## src/rtl/mem_access_arbiter.sv

```systemverilog
// Round-robin arbiter sharing one synchronous-RAM port between instruction fetch
// and load/store; latches the granted access and sequences the fixed read latency.
`timescale 1ns/1ps
module mem_access_arbiter #(
  parameter int ADDR_W = 16,
  parameter int DATA_W = 16,
  parameter int RD_LAT = 2
) (
  input  logic              clock,
  input  logic              reset,
  input  logic              f_req,
  input  logic [ADDR_W-1:0] f_addr,
  output logic              f_ack,
  output logic [DATA_W-1:0] f_rdata,
  input  logic              d_req,
  input  logic              d_wren,
  input  logic [ADDR_W-1:0] d_addr,
  input  logic [DATA_W-1:0] d_wdata,
  output logic              d_ack,
  output logic [DATA_W-1:0] d_rdata,
  output logic [ADDR_W-1:0] mem_addr,
  output logic              mem_wren,
  output logic [DATA_W-1:0] mem_wdata,
  input  logic [DATA_W-1:0] mem_rdata,
  output logic              busy
);

  typedef enum logic [1:0] {IDLE, ISSUE, WAIT, DONE} state_t;

  localparam logic OWN_F = 1'b0;
  localparam logic OWN_D = 1'b1;

  state_t              state_q, state_d;
  logic                owner_q, owner_d;
  logic                last_q, last_d;
  logic [ADDR_W-1:0]   addr_q, addr_d;
  logic                wren_q, wren_d;
  logic [DATA_W-1:0]   wdata_q, wdata_d;
  logic [2:0]          cnt_q, cnt_d;
  logic [DATA_W-1:0]   f_rdata_q, f_rdata_d;
  logic [DATA_W-1:0]   d_rdata_q, d_rdata_d;
  logic                grant_data;

  always_comb begin
    state_d    = state_q;
    owner_d    = owner_q;
    last_d     = last_q;
    addr_d     = addr_q;
    wren_d     = wren_q;
    wdata_d    = wdata_q;
    cnt_d      = cnt_q;
    f_rdata_d  = f_rdata_q;
    d_rdata_d  = d_rdata_q;
    grant_data = 1'b0;
    case (state_q)
      IDLE: begin
        if (f_req || d_req) begin
          // On a tie the side that did not win last time goes first.
          grant_data = d_req && (!f_req || (last_q == OWN_F));
          owner_d    = grant_data ? OWN_D : OWN_F;
          last_d     = grant_data ? OWN_D : OWN_F;
          addr_d     = grant_data ? d_addr : f_addr;
          wren_d     = grant_data && d_wren;
          if (grant_data) begin
            wdata_d = d_wdata;
          end
          state_d = ISSUE;
        end
      end
      ISSUE: begin
        if (wren_q) begin
          state_d = DONE;
        end else begin
          state_d = WAIT;
          cnt_d   = 3'd1;
        end
      end
      WAIT: begin
        if (cnt_q == 3'(RD_LAT)) begin
          state_d = DONE;
          cnt_d   = 3'd0;
          if (owner_q == OWN_D) begin
            d_rdata_d = mem_rdata;
          end else begin
            f_rdata_d = mem_rdata;
          end
        end else begin
          cnt_d = cnt_q + 3'd1;
        end
      end
      DONE: begin
        state_d = IDLE;
      end
      default: begin
        state_d = IDLE;
      end
    endcase
  end

  always_ff @(posedge clock or posedge reset) begin
    if (reset) begin
      state_q   <= IDLE;
      owner_q   <= OWN_F;
      last_q    <= OWN_F;
      addr_q    <= '0;
      wren_q    <= 1'b0;
      wdata_q   <= '0;
      cnt_q     <= 3'd0;
      f_rdata_q <= '0;
      d_rdata_q <= '0;
    end else begin
      state_q   <= state_d;
      owner_q   <= owner_d;
      last_q    <= last_d;
      addr_q    <= addr_d;
      wren_q    <= wren_d;
      wdata_q   <= wdata_d;
      cnt_q     <= cnt_d;
      f_rdata_q <= f_rdata_d;
      d_rdata_q <= d_rdata_d;
    end
  end

  // The write strobe exists only in ISSUE; acks only in DONE, so they cannot overlap.
  assign mem_addr  = addr_q;
  assign mem_wdata = wdata_q;
  assign mem_wren  = (state_q == ISSUE) && wren_q;
  assign f_ack     = (state_q == DONE) && (owner_q == OWN_F);
  assign d_ack     = (state_q == DONE) && (owner_q == OWN_D);
  assign f_rdata   = f_rdata_q;
  assign d_rdata   = d_rdata_q;
  assign busy      = (state_q != IDLE);

endmodule

```

## config.mk

```make
export PLATFORM = sky130hd
export DESIGN_NAME = mem_access_arbiter
export DESIGN_NICKNAME = d
export VERILOG_FILES = /design/src/rtl/mem_access_arbiter.sv
export SDC_FILE = /design/constraint.sdc
export NUM_CORES = 1
export LEC_CHECK = 0
export ABC_AREA = 1
export BUFFER_PORTS_ARGS = -buffer_cell sky130_fd_sc_hd__buf_2
export CAP_MARGIN = 0
export CORE_MARGIN = 1
export CORE_UTILIZATION = 43
export CTS_BUF_LIST = sky130_fd_sc_hd__clkbuf_8 sky130_fd_sc_hd__clkbuf_16
export CTS_CLUSTER_DIAMETER = 120
export CTS_CLUSTER_SIZE = 14
export DETAILED_ROUTE_END_ITERATION = 8
export GPL_ROUTABILITY_DRIVEN = 0
export PLACE_DENSITY_LB_ADDON = 0.1
export SETUP_SLACK_MARGIN = 0.1
export SLEW_MARGIN = 10
export SYNTH_ARGS = -nofsm -noshare
export SYNTH_HDL_FRONTEND = slang
export SYNTH_SLANG_ARGS = --single-unit
```

## constraint.sdc

```tcl
create_clock -name clock -period 2 [get_ports clock]
set_clock_uncertainty 0.1 [all_clocks]
set_input_delay 0.1 -clock clock [delete_from_list [all_inputs] [get_ports clock]]
set_output_delay 0.1 -clock clock [all_outputs]
set_load 0.005 [all_outputs]
```

# After elaboration in Yosys (flattened, before gate mapping)

Cells that the tools add are included.
Widths: inputs -> output; s select.

Bits of input ports: 69
Register bits after elaboration: 71
Output and inout bits: 68

Equality and inequality tests: 7
$add $sub $neg: 1
Reductions and logical operators: 17
Muxes and demuxes: 9
Bitwise logic cells: 1

Operators by type and width:

| kind                | count |
|---|---|
| $mux 16             | 1 |
| $reduce_and 3->1    | 3 |
| $pmux 2 s4          | 1 |
| $mux 3              | 2 |
| $ne 2x2->1 const B  | 3 |
| $pmux 3 s2          | 1 |
| $reduce_and 2->1    | 3 |
| $logic_and 1x1->1   | 5 |
| $eq 2x2->1 const B  | 2 |
| $mux 2              | 2 |
| $reduce_bool 2->1   | 2 |
| $add 3x1->3 const B | 1 |
| $eq 3x2->1 const B  | 1 |
| $eq 2x1->1 const B  | 1 |
| $logic_not 2->1     | 1 |
| $logic_or 1x1->1    | 2 |
| $mux 1              | 2 |
| $logic_not 1->1     | 1 |
| $not 1->1           | 1 |

# Longest topological paths before layout

Gate-level depths: netlist of the first run.

Word-level depth: 4
Depth in mapped cells: 8

# Least setup slack after synthesis of the first run

Ideal clock, no wire load.

Path kind: reg2reg
Start point: register state_q[0]
End point: register cnt_q[0]
Cell stages (with the launch flop): 8
Required time: 1.780 ns
Arrival time: 1.359 ns
Setup slack: 0.422 ns
Period minus slack after synthesis: 1.578 ns
Setup time: 0.120 ns
Cell sequence: dfrtp_1 > inv_1 > ha_1 > buf_2 > o21ai_0 > nand2_1 > o21ai_0 > inv_1

Cells in the longest elaborated chain, start to end: 3

Ends and longest elaborated chain:

| what                                                                    | line | RTL |
|---|---|---|
| start: declaration                                                      | 33   | `state_t state_q, state_d;` |
| start signal: assignment                                                | 112  | `state_q <= state_d;` |
| $eq 2x1->1 / $eq 2x2->1 (equally long branches)                         | 55   | `case (state_q)` |
| $ne 2x2->1 (no source line) / $reduce_bool 2->1 (equally long branches) | n/a  |  |
| $reduce_and 2->1 (no source line)                                       | n/a  |  |
| end signal: assignment                                                  | 118  | `cnt_q <= cnt_d;` |
| end: declaration                                                        | 39   | `logic [2:0] cnt_q, cnt_d;` |

Several ways; a longest one is shown, not always the timed one.
A chain may end at the register's enable or synchronous reset.

# Final worst setup path of the first run

Start point: register last_q
End point: register addr_q[1], in the netlist mem_addr[1]

Cells in the longest elaborated chain, start to end: 4

Ends and longest elaborated chain:

| what                       | line | RTL |
|---|---|---|
| start: declaration         | 35   | `logic last_q, last_d;` |
| start signal: assignment   | 114  | `last_q <= last_d;` |
| $not 1->1 (no source line) | n/a  |  |
| $logic_or 1x1->1           | 59   | `grant_data = d_req && (!f_req \|\| (last_q == OWN_F));` |
| $logic_and 1x1->1          | 59   |  |
| $mux 16                    | 62   | `addr_d = grant_data ? d_addr : f_addr;` |
| end signal: assignment     | 115  | `addr_q <= addr_d;` |
| end: declaration           | 36   | `logic [ADDR_W-1:0] addr_q, addr_d;` |

No other way between the ends.

==> results of run 1 <==
## power by group
part           switching [W]  internal, W  total, W
logic                0.00152      0.00111   0.00263
registers           0.000422      0.00211   0.00253
clock network       0.000546     0.000567   0.00111
## synthesized netlist by cell type (all sizes together)
cell type | count | area share [%]
nor2 | 5 | 1.3
a21oi | 1 | 0.49
nand4 | 34 | 7.3
clkbuf | 3 | 0.34
nand2 | 188 | 21
dfrtp | 71 | 53
o21ai | 5 | 0.75
nand3b | 13 | 2.9
inv | 30 | 3.4
ha | 5 | 1.9
buf | 17 | 3.3
nand3 | 25 | 3.7
## sequential cells by signal, indices dropped and copies added, names as in the netlist
signal / count
mem_wdata: 16
wren_q: 1
f_rdata: 16
last_q: 1
mem_addr: 16
state_q: 2
d_rdata: 16
cnt_q: 3
## layout make-up
cell class	count	area share (%)
inverter	30	2.40
clock buffer	9	2.50
multi-input combinational	276	26.9
timing repair buffer	209	28.5
sequential	71	35.9
clock inverter	6	1.24
tap	99	2.50
## worst reg2reg max path: cells and delay by family, from the launching register on
| kind | cells | cell delay [ps] |
|---|---|---|
| buffers and inverters | 1 | 550 |
| AND/OR/NAND/NOR | 6 | 530 |
| flip-flops | 1 | 470 |
## repair_timing
item	CTS	global route
hold buffers	66	0
setup endpoints to repair	0	3
buffers inserted	0	0
endpoints found under the hold margin	97	0
resized for setup	0	2
## layer usage
layer | vias to the layer above | wire (um) | GRT usage, %
met5 | - | 0 | 0
met4 | 0 | 114 | 7.66
met3 | 9 | 526 | 4.82
met2 | 131 | 4610 | 41.3
met1 | 1585 | 4000 | 29.3
li1 | 1670 | - | -
## final timing paths
path / startpoint / slack (ps) / cells after the start / to
max: last_q / 240 / 7 / mem_addr[1]
min: f_req / 140 / 5 / state_q[1]
max reg2reg: last_q / 240 / 7 / mem_addr[1]
min reg2reg: mem_wdata[2] / 370 / 2 / mem_wdata[2]
max in group asynchronous: reset / 860 / 4 / last_q
min in group asynchronous: reset / 330 / 3 / f_rdata[0]
## kinds of logic (layout without fill, tap and decap cells)
family	Yosys count	in the layout	synth area share, %
AND/OR/NAND/NOR	265	265	36.7
flip-flops	71	71	53.2
buffers and inverters	50	254	7.04
AO/OA/AOI/OAI	6	6	1.24
adder cells (fa/ha/maj)	5	5	1.87
## metrics by stage
stage | area, um2 | utilization, % | std cells
2_1_floorplan | 3350 | - | 397
3_3_place_gp | 4100 | 55.6 | 619
3_5_place_dp | 4100 | 55.6 | 619
4_1_cts | 4940 | 67.0 | 700
5_1_grt | 4950 | 67.1 | 700
6_report | 4950 | 67.1 | 700
==> implementation parameters, run 1 <==
Parameter                              Value

Outcome
  Outcome ... completed

Critical path
  Data required time at the worst endpoint ... between 2000 and 2500 ps
  CP Data Arrival Time ... approximately 1900 ps
  Critical path class ... reg -> reg
  Most common cell on crit path ... nand2_1
  Cell family with the largest share of critical-path delay ... buffers and inverters
  Peak fanout along the critical path ... 17
  Setup crit end kind ... flop
  Crit-path slowest cell ... dlygate4sd3_1
  Chain of cells forming the critical path ... nand2_2 -> nand2_4 -> nand2_1 -> nand2_1 -> dlygate4sd3_1 -> nand2_1 -> nand2_1
  Worst setup SP type ... flop
  Stage delay of the slowest cell on the critical path ... 550 ps
  Count of buffer and inverter cells on the critical path ... 1

Power and ir drop
  Design Power ... about 0.0063 W
  LEAKAGE ... 2.68 nW
  Worst VDD drop ... 0.596 mV
  Cell Pwr Density ... between 1000 and 1500 nW/um2

Floorplan
  I/O pin count ... around 140
  # rows ... 31
  Die boundary height ... 90.2 um
  Die Outline Area ... 8130 um2
  Initial cell density of the core ... between 40% and 50%
  Std-Cell Core Area ... 7370 um2
  Die Wd ... 90.2 um

Global routing
  Overall global routing resource usage ... roughly a quarter
  Via count of the first global-routing pass ... 3294
  Final global-route overflow total ... 0
  First-pass GRT wire length ... 15400 um
  Largest net degree at the start of global routing ... 35
  Antenna violations before repair ... 0

Layout
  Signed area change from the synthesized netlist to the final layout ... 48.0%
  Leading cell types in the layout, fill and taps excluded ... 186 x nand2_1, 136 x buf_2, 70 x dfrtp_1
  Filler Cell Count ... 597
  Leading cell type in the layout, fill and taps excluded ... nand2_1
  Sequential cell area in the final layout ... 1780 um2
  Number of diodes ... 0
  Share of post-route cells with drive strength above 1 ... 29.0%
  Area of combinational cells with multiple inputs ... 1330 um2
  Net count reported at finish ... 671

Synthesis
  Post-Syn Area ... 3340 um2
  Seq/Total Area, Yosys ... approximately 53%
  Number of distinct library cells after synthesis ... 22
  Synthesis warning total ... 0
  Post-synthesis area per instance ... about 8.4 um2
  Number of cells produced by synthesis ... 397
  Syn Nets ... 471
  Yosys reg bits ... 71

Clocking
  Clock latency on the worst-skew pair ... 340 ps
  Total clock buffers created by CTS ... 9
  TritonCTS clock tree ... built
  Clk root buf ... clkbuf_8
  Clock H-tree levels ... 3
  Maximum clock path buffer count ... 2
  Sinks on the clock net ... 71
  Clock transition at path regs ... 70 ps

Timing
  Maximum clock rate ... 569 MHz
  Final Hold Viols ... 0
  Period utilization ... 87.8%
  Endpoints failing setup ... 0
  Max transition margin ... roughly half
  Shortest clock period the worst path allows after layout ... 1760 ps
  Summed negative setup slack over all endpoints ... 0 ps
  Smallest hold slack ... approximately 140 ps
  RSZ-0062 raised after global routing ... no
  Final Max Tran Viols ... 0
  Pin slew with the least headroom to its limit ... 738 ps
  Worst Setup Slack, final ... 243 ps

Routing
  Post-route DRC violation count ... 0
  Routed wire length per instance ... around 13 um
  Total number of vias ... between 3000 and 4000
  Iteration-0 DRC count of the detailed router ... 159
  Via count normalized by instance count ... 4.85
  First-pass iteration count of the detailed router ... 4
  Final wirelength ... 9240 um
  Final antenna-violating net count ... 0

Placed design
  Pre-CTS setup slack ... 326 ps
  IO buf count ... 136
  Post-detail-place hpwl ... about 5700 um

Run
  Number of maximum-capacitance violations ... 0

Hold path
  Worst min-delay path category ... in -> reg
No activity file was read; power rests on OpenSTA's default activity.
==> run 2, diff against run 1 <==
- ABC_AREA: 1 -> not set
- CORE_MARGIN: 1 -> 5
- CORE_UTILIZATION: 43 -> 42
==> run 2 against run 1 <==
  * Final area shrank 4.4%
  * Utilization shrank 0.86 points
  * Combinational power is 11% lower
  * Die area grew 11%
==> implementation parameters, run 2 <==
Parameter                              Value

Placed design
  Post-detail-place hpwl ... between 4000 and 5000 um
  Placed cell areas ... 3840 um2
  IO buf count ... 136

Layout
  Leading cell types in the layout, fill and taps excluded ... 136 x buf_2, 71 x dfrtp_1, 66 x dlygate4sd3_1
  Signed area change from the synthesized netlist to the final layout ... 55.7%
  Share of post-route cells with drive strength above 1 ... around half
  Summed area of non-filler cells in the final layout ... 4730 um2
  Net count reported at finish ... 502
  Leading cell type in the layout, fill and taps excluded ... buf_2
  Number of diodes ... 0

Synthesis
  Number of cells produced by synthesis ... 219
  Yosys reg bits ... 71
  Count of flip-flops with a built-in enable after synthesis ... 0
  Area share of the largest cell type after synthesis ... 58.5%
  Seq/Total Area, Yosys ... 58.5%
  Post-synth ARST share ... 100%
  Cell type with the highest aggregate area in the netlist ... dfrtp_1
  Number of distinct library cells after synthesis ... 34
  Post-Syn Area ... 3040 um2
  Syn Nets ... 293
  Synthesis warning total ... 0
  Most used flip-flop cell after synthesis ... dfrtp_1
  Most frequently used cell type in the post-synthesis netlist ... dfrtp_1
  Post-synthesis area per instance ... 13.9 um2
  Main area contributors after synthesis ... dfrtp_1 59%, mux2_2 15%, mux2i_1 5.3%, mux2_4 4.9%, o21ai_0 3.0%
  Most numerous cell types in the synthesized netlist ... 71 x dfrtp_1, 40 x mux2_2, 20 x nand2_1, 18 x o21ai_0, 16 x mux2i_1

Power and ir drop
  LEAKAGE ... approximately 2.4 nW
  Worst VDD drop ... 0.614 mV
  Cell Pwr Density ... 1300 nW/um2

Routing
  Via count normalized by instance count ... 4.59
  Total number of vias ... 2441
  Final antenna-violating net count ... 0
  Final wirelength ... 7710 um
  Post-route DRC violation count ... 0
  Routed wire length per instance ... around 14 um
  Iteration-0 DRC count of the detailed router ... 81
  First-pass iteration count of the detailed router ... 4

Floorplan
  I/O pin count ... 137
  Die Wd ... 95.0 um
  Die boundary height ... 95.0 um
  Initial cell density of the core ... 42.5%
  Std-Cell Core Area ... roughly 7100 um2
  # rows ... 31
  Die Outline Area ... ~9000 um2

Timing
  Final Hold Viols ... 0
  Period utilization ... 91.7%
  Maximum clock rate ... 545 MHz
  Summed negative setup slack over all endpoints ... 0 ps
  Endpoints failing setup ... 0
  Final Max Tran Viols ... 0
  RSZ-0062 raised after global routing ... yes
  Pin slew with the least headroom to its limit ... 1150 ps
  Max transition margin ... 23.5%
  Shortest clock period the worst path allows after layout ... 1830 ps

Critical path
  Worst setup SP type ... flop
  Data required time at the worst endpoint ... approximately 2100 ps
  Critical path class ... reg -> reg
  CP Data Arrival Time ... 1940 ps
  Setup crit end kind ... flop
  Peak fanout along the critical path ... 16

Clocking
  Sinks on the clock net ... 71
  Post-CTS Setup Inserts ... 0
  Clock H-tree levels ... 3
  TritonCTS clock tree ... built
  Total clock buffers created by CTS ... 9
  Clock transition at path regs ... 70 ps
  Clock latency on the worst-skew pair ... 330 ps
  Clk root buf ... clkbuf_8
  Maximum clock path buffer count ... 2

Global routing
  Final global-route overflow total ... 0
  Largest net degree at the start of global routing ... 72
  Overall global routing resource usage ... 17.3%
  First-pass GRT wire length ... between 10000 and 15000 um
  Antenna violations before repair ... 0
  Via count of the first global-routing pass ... 2562

Outcome
  Outcome ... completed

Hold path
  Worst min-delay path category ... in -> reg

Run
  Number of maximum-capacitance violations ... 0
-- run 2: cell types whose count changed in the layout (fill, tap and decap cells not counted), sizes merged, moves of 16 or more --
cell	before	now
nand2	188	20
nand3	25	1
mux2i	0	16
nand4	34	0
mux2	0	50
inv	30	7
-- run 2: timing repair --
action / in CTS / in global routing
resized for setup: 0 / 0
hold buffers: 66 / 0
endpoints found under the setup margin: 0 / 1
endpoints found under the hold margin: 136 / 0
-- run 2: where the power goes --
part           switching, W  internal (W)  leakage [nW]
logic              0.000983       0.00135          1.42
registers          0.000387       0.00215         0.871
clock network      0.000503      0.000760         0.122
-- run 2: layout make-up --
cell class                      count  area, um2
Clock buffer                       11        151
Clock inverter                      5       72.6
Fill cell                         574       2410
Inverter                            6       26.3
Multi-Input combinational cell    132       1170
Sequential cell                    71       1780
Tap cell                           99        124
Timing Repair Buffer              208       1410
-- run 2: critical path, stage by stage, from the launching register on --
cell     delay (ps)
dfrtp_1         420
or3b_4          440
nor3b_4         220
buf_12          190
mux2_2          350
-- run 2: stage by stage --
| step | hold WS [ps] | power [W] | utilization [%] | std cells | setup WS, ps |
|---|---|---|---|---|---|
| after floorplan | 142 | 0.00379 | - | 219 | 127 |
| after global placement | 139 | 0.00475 | 53.9 | 450 | 206 |
| after detailed placement | 140 | 0.00482 | 53.9 | 450 | 166 |
| after CTS | 167 | 0.00620 | 66.3 | 532 | 152 |
| after global routing | 248 | 0.00658 | 66.3 | 532 | 98.3 |
| final | 196 | 0.00614 | 66.3 | 532 | 166 |
-- run 2: cell families (layout without fill, tap and decap cells) --
group                    Yosys count  in the layout  share of synthesized area (%)
AND/OR/NAND/NOR                   32             32                           5.48
adder cells (fa/ha/maj)            5              5                           2.06
AO/OA/AOI/OAI                     29             29                           5.69
buffers and inverters             16            230                           3.21
multiplexers                      66             66                           25.1
flip-flops                        71             71                           58.5
-- run 2: worst paths after layout --
| check | startpoint | end | slack [ps] | cells after the start |
|---|---|---|---|---|
| setup / recovery | cnt_q[0] | f_rdata[10] | 170 | 4 |
| hold / removal | d_req | state_q[0] | 200 | 4 |
| setup reg to reg | cnt_q[0] | f_rdata[10] | 170 | 4 |
| hold reg to reg | mem_addr[5] | mem_addr[5] | 380 | 2 |
| max in group asynchronous | reset | d_rdata[0] | 1180 | 4 |
| min in group asynchronous | reset | mem_wdata[6] | 300 | 4 |
-- run 2: metal layers --
metal / track usage, % / share of wire (%) / up-vias
li1: - / - / 1188
met1: 20.4 / 42 / 1145
met2: 29.2 / 47 / 99
met3: 6.00 / 9.3 / 9
met4: 6.13 / 1.1 / 0
met5: 0 / 0 / -
==> run 3, diff against run 2 <==
- ABC_AREA: not set -> 1
- CORE_UTILIZATION: 42 -> 48
- clock period: 2 -> 1.8 ns (I/O delays scaled with it)
==> run 3 against run 2 <==
  * Non-clock buffer count grew 8
  * Register-to-register slack better by 20 ps
  * Critical path depth unchanged
  * Clock power about the same
  * Power is 17% higher
  * Via count up 38%
  * Critical path type is now reg -> out
  * Highest routed layer unchanged
==> implementation parameters, run 3 (same netlist as run 1, synthesis figures left out) <==
Parameter                              Value

Placed design
  IO buf count ... around 140
  Post-detail-place hpwl ... 6210 um
  Placed cell areas ... 4090 um2

Floorplan
  Die boundary height ... 93.4 um
  Std-Cell Core Area ... approximately 6800 um2
  I/O pin count ... 137
  Die Wd ... around 93 um
  Die Outline Area ... 8730 um2
  Initial cell density of the core ... 49.2%
  # rows ... 30

Clocking
  Maximum clock path buffer count ... 2
  Clock latency on the worst-skew pair ... 340 ps
  Sinks on the clock net ... a little over 70
  Total clock buffers created by CTS ... 9
  TritonCTS clock tree ... built
  Clock transition at path regs ... 80 ps
  Clk root buf ... clkbuf_8
  Clock H-tree levels ... 3

Timing
  Maximum clock rate ... 612 MHz
  Shortest clock period the worst path allows after layout ... 1630 ps
  Final Max Tran Viols ... 0
  Max transition margin ... 60.8%
  Period utilization ... 90.8%
  Summed negative setup slack over all endpoints ... 0 ps
  RSZ-0062 raised after global routing ... yes
  Endpoints failing setup ... 0
  Pin slew with the least headroom to its limit ... 588 ps
  Final Hold Viols ... 0

Layout
  Share of post-route cells with drive strength above 1 ... between 20% and 30%
  Net count reported at finish ... slightly below 700
  Signed area change from the synthesized netlist to the final layout ... 50.2%
  Leading cell types in the layout, fill and taps excluded ... 186 x nand2_1, 136 x buf_2, 71 x dfrtp_1
  Final Core Density ... 73.9%
  Leading cell type in the layout, fill and taps excluded ... nand2_1
  Number of diodes ... 0
  Summed area of non-filler cells in the final layout ... 5020 um2

Critical path
  Setup crit end kind ... output pin
  Data required time at the worst endpoint ... ~1600 ps
  Worst r2r path cells ... 7
  CP Data Arrival Time ... 1440 ps
  Critical Path Source ... state_q[1]
  Peak fanout along the critical path ... 5
  Worst setup SP type ... flop
  Launching point of the worst reg2reg path ... state_q[1]
  End of the worst register-to-register path ... mem_addr[2]
  Worst Setup EP ... busy
  Reg-to-reg slack, setup ... about 190 ps
  Critical path class ... reg -> out

Power and ir drop
  Share of total power in sequential cells ... 39.4%
  Design internal power ... 0.00432 W
  Comb power frac ... between 40% and 50%
  Design Power ... approximately 0.007 W
  Net switching power ... 0.00286 W
  Cell Pwr Density ... 1430 nW/um2
  LEAKAGE ... approximately 2.7 nW
  Switching Fraction ... roughly 40%
  Worst VDD drop ... just under 0.7 mV
  Clock network power share ... 17.7%

Global routing
  Largest net degree at the start of global routing ... 48
  Via count of the first global-routing pass ... between 3000 and 4000
  Grt met2 use ... 36.8%
  Fraction of met3 tracks used by global routing ... 5.71%
  GR peak layer ... met2
  Final global-route overflow total ... 0
  First-pass GRT wire length ... 15900 um
  Overall global routing resource usage ... 22.8%
  Antenna violations before repair ... 0
  Met1 track demand over resource in global routing ... 29.0%

Routing
  Routed wire length per instance ... 13.8 um
  Final antenna-violating net count ... 0
  Via count normalized by instance count ... between 4 and 5
  Final wirelength ... 9730 um
  Iteration-0 DRC count of the detailed router ... 180
  First-pass iteration count of the detailed router ... 4
  Post-route DRC violation count ... 0
  Total number of vias ... about 3400

Run
  Number of maximum-capacitance violations ... 0

Hold path
  Launch instance of the worst min-delay path ... f_req
  Hold path depth ... 5
  Worst min-delay path category ... in -> reg

Outcome
  Outcome ... completed
-- run 3: worst max-delay path, stage by stage, from the launching register on --
cell	delay, ps
dfrtp_1	470
inv_1	130
ha_1	220
inv_2	140
buf_2	150
-- run 3: how the worst min path moves through the flow --
| stage | to |
|---|---|
| 3_3_place_gp | last_q |
| 4_1_cts | mem_addr[12] |
| 2_1_floorplan | wren_q |
| 3_5_place_dp | last_q |
| 5_1_grt | mem_addr[14] |
| 6_report | state_q[1] |
-- run 3: per-layer routing --
metal,part of all wire (%),wire length (um)
met3,7.3,710
met2,49,4730
met1,42,4080
met5,0,0
met4,2.2,214
-- run 3: through the flow --
step / setup slack [ps] / std cells / hold slack, ps
2_1_floorplan: 222 / 397 / 107
3_3_place_gp: 149 / 617 / 94.9
3_5_place_dp: 55.4 / 617 / 92.8
4_1_cts: 127 / 699 / 114
5_1_grt: 67.5 / 705 / 174
6_report: 166 / 705 / 142
-- run 3: what timing repair did --
action	4_1_cts	5_1_grt
gates resized for setup	3	4
hold buffers	66	0
pin swaps	0	1
endpoints found under the hold margin	136	0
endpoints found under the setup margin	28	48
setup buffers	0	6
-- run 3: power groups by stage --
| stage | combinational, W | sequential (W) | clock (W) |
|---|---|---|---|
| 2_1_floorplan | 0.00166 | 0.00283 | 0 |
| 3_3_place_gp | 0.00275 | 0.00284 | 0 |
| 3_5_place_dp | 0.00283 | 0.00283 | 0 |
| 4_1_cts | 0.00295 | 0.00283 | 0.00130 |
| 5_1_grt | 0.00348 | 0.00291 | 0.00136 |
| 6_report | 0.00308 | 0.00283 | 0.00127 |
-- run 3: cell type report --
cell class                 count  area [um2]
timing repair buffer         216        1460
clock buffer                   9         124
tap                           96         120
sequential                    71        1780
clock inverter                 7        72.6
inverter                      30         121
fill                         500        1770
multi-input combinational    276        1340
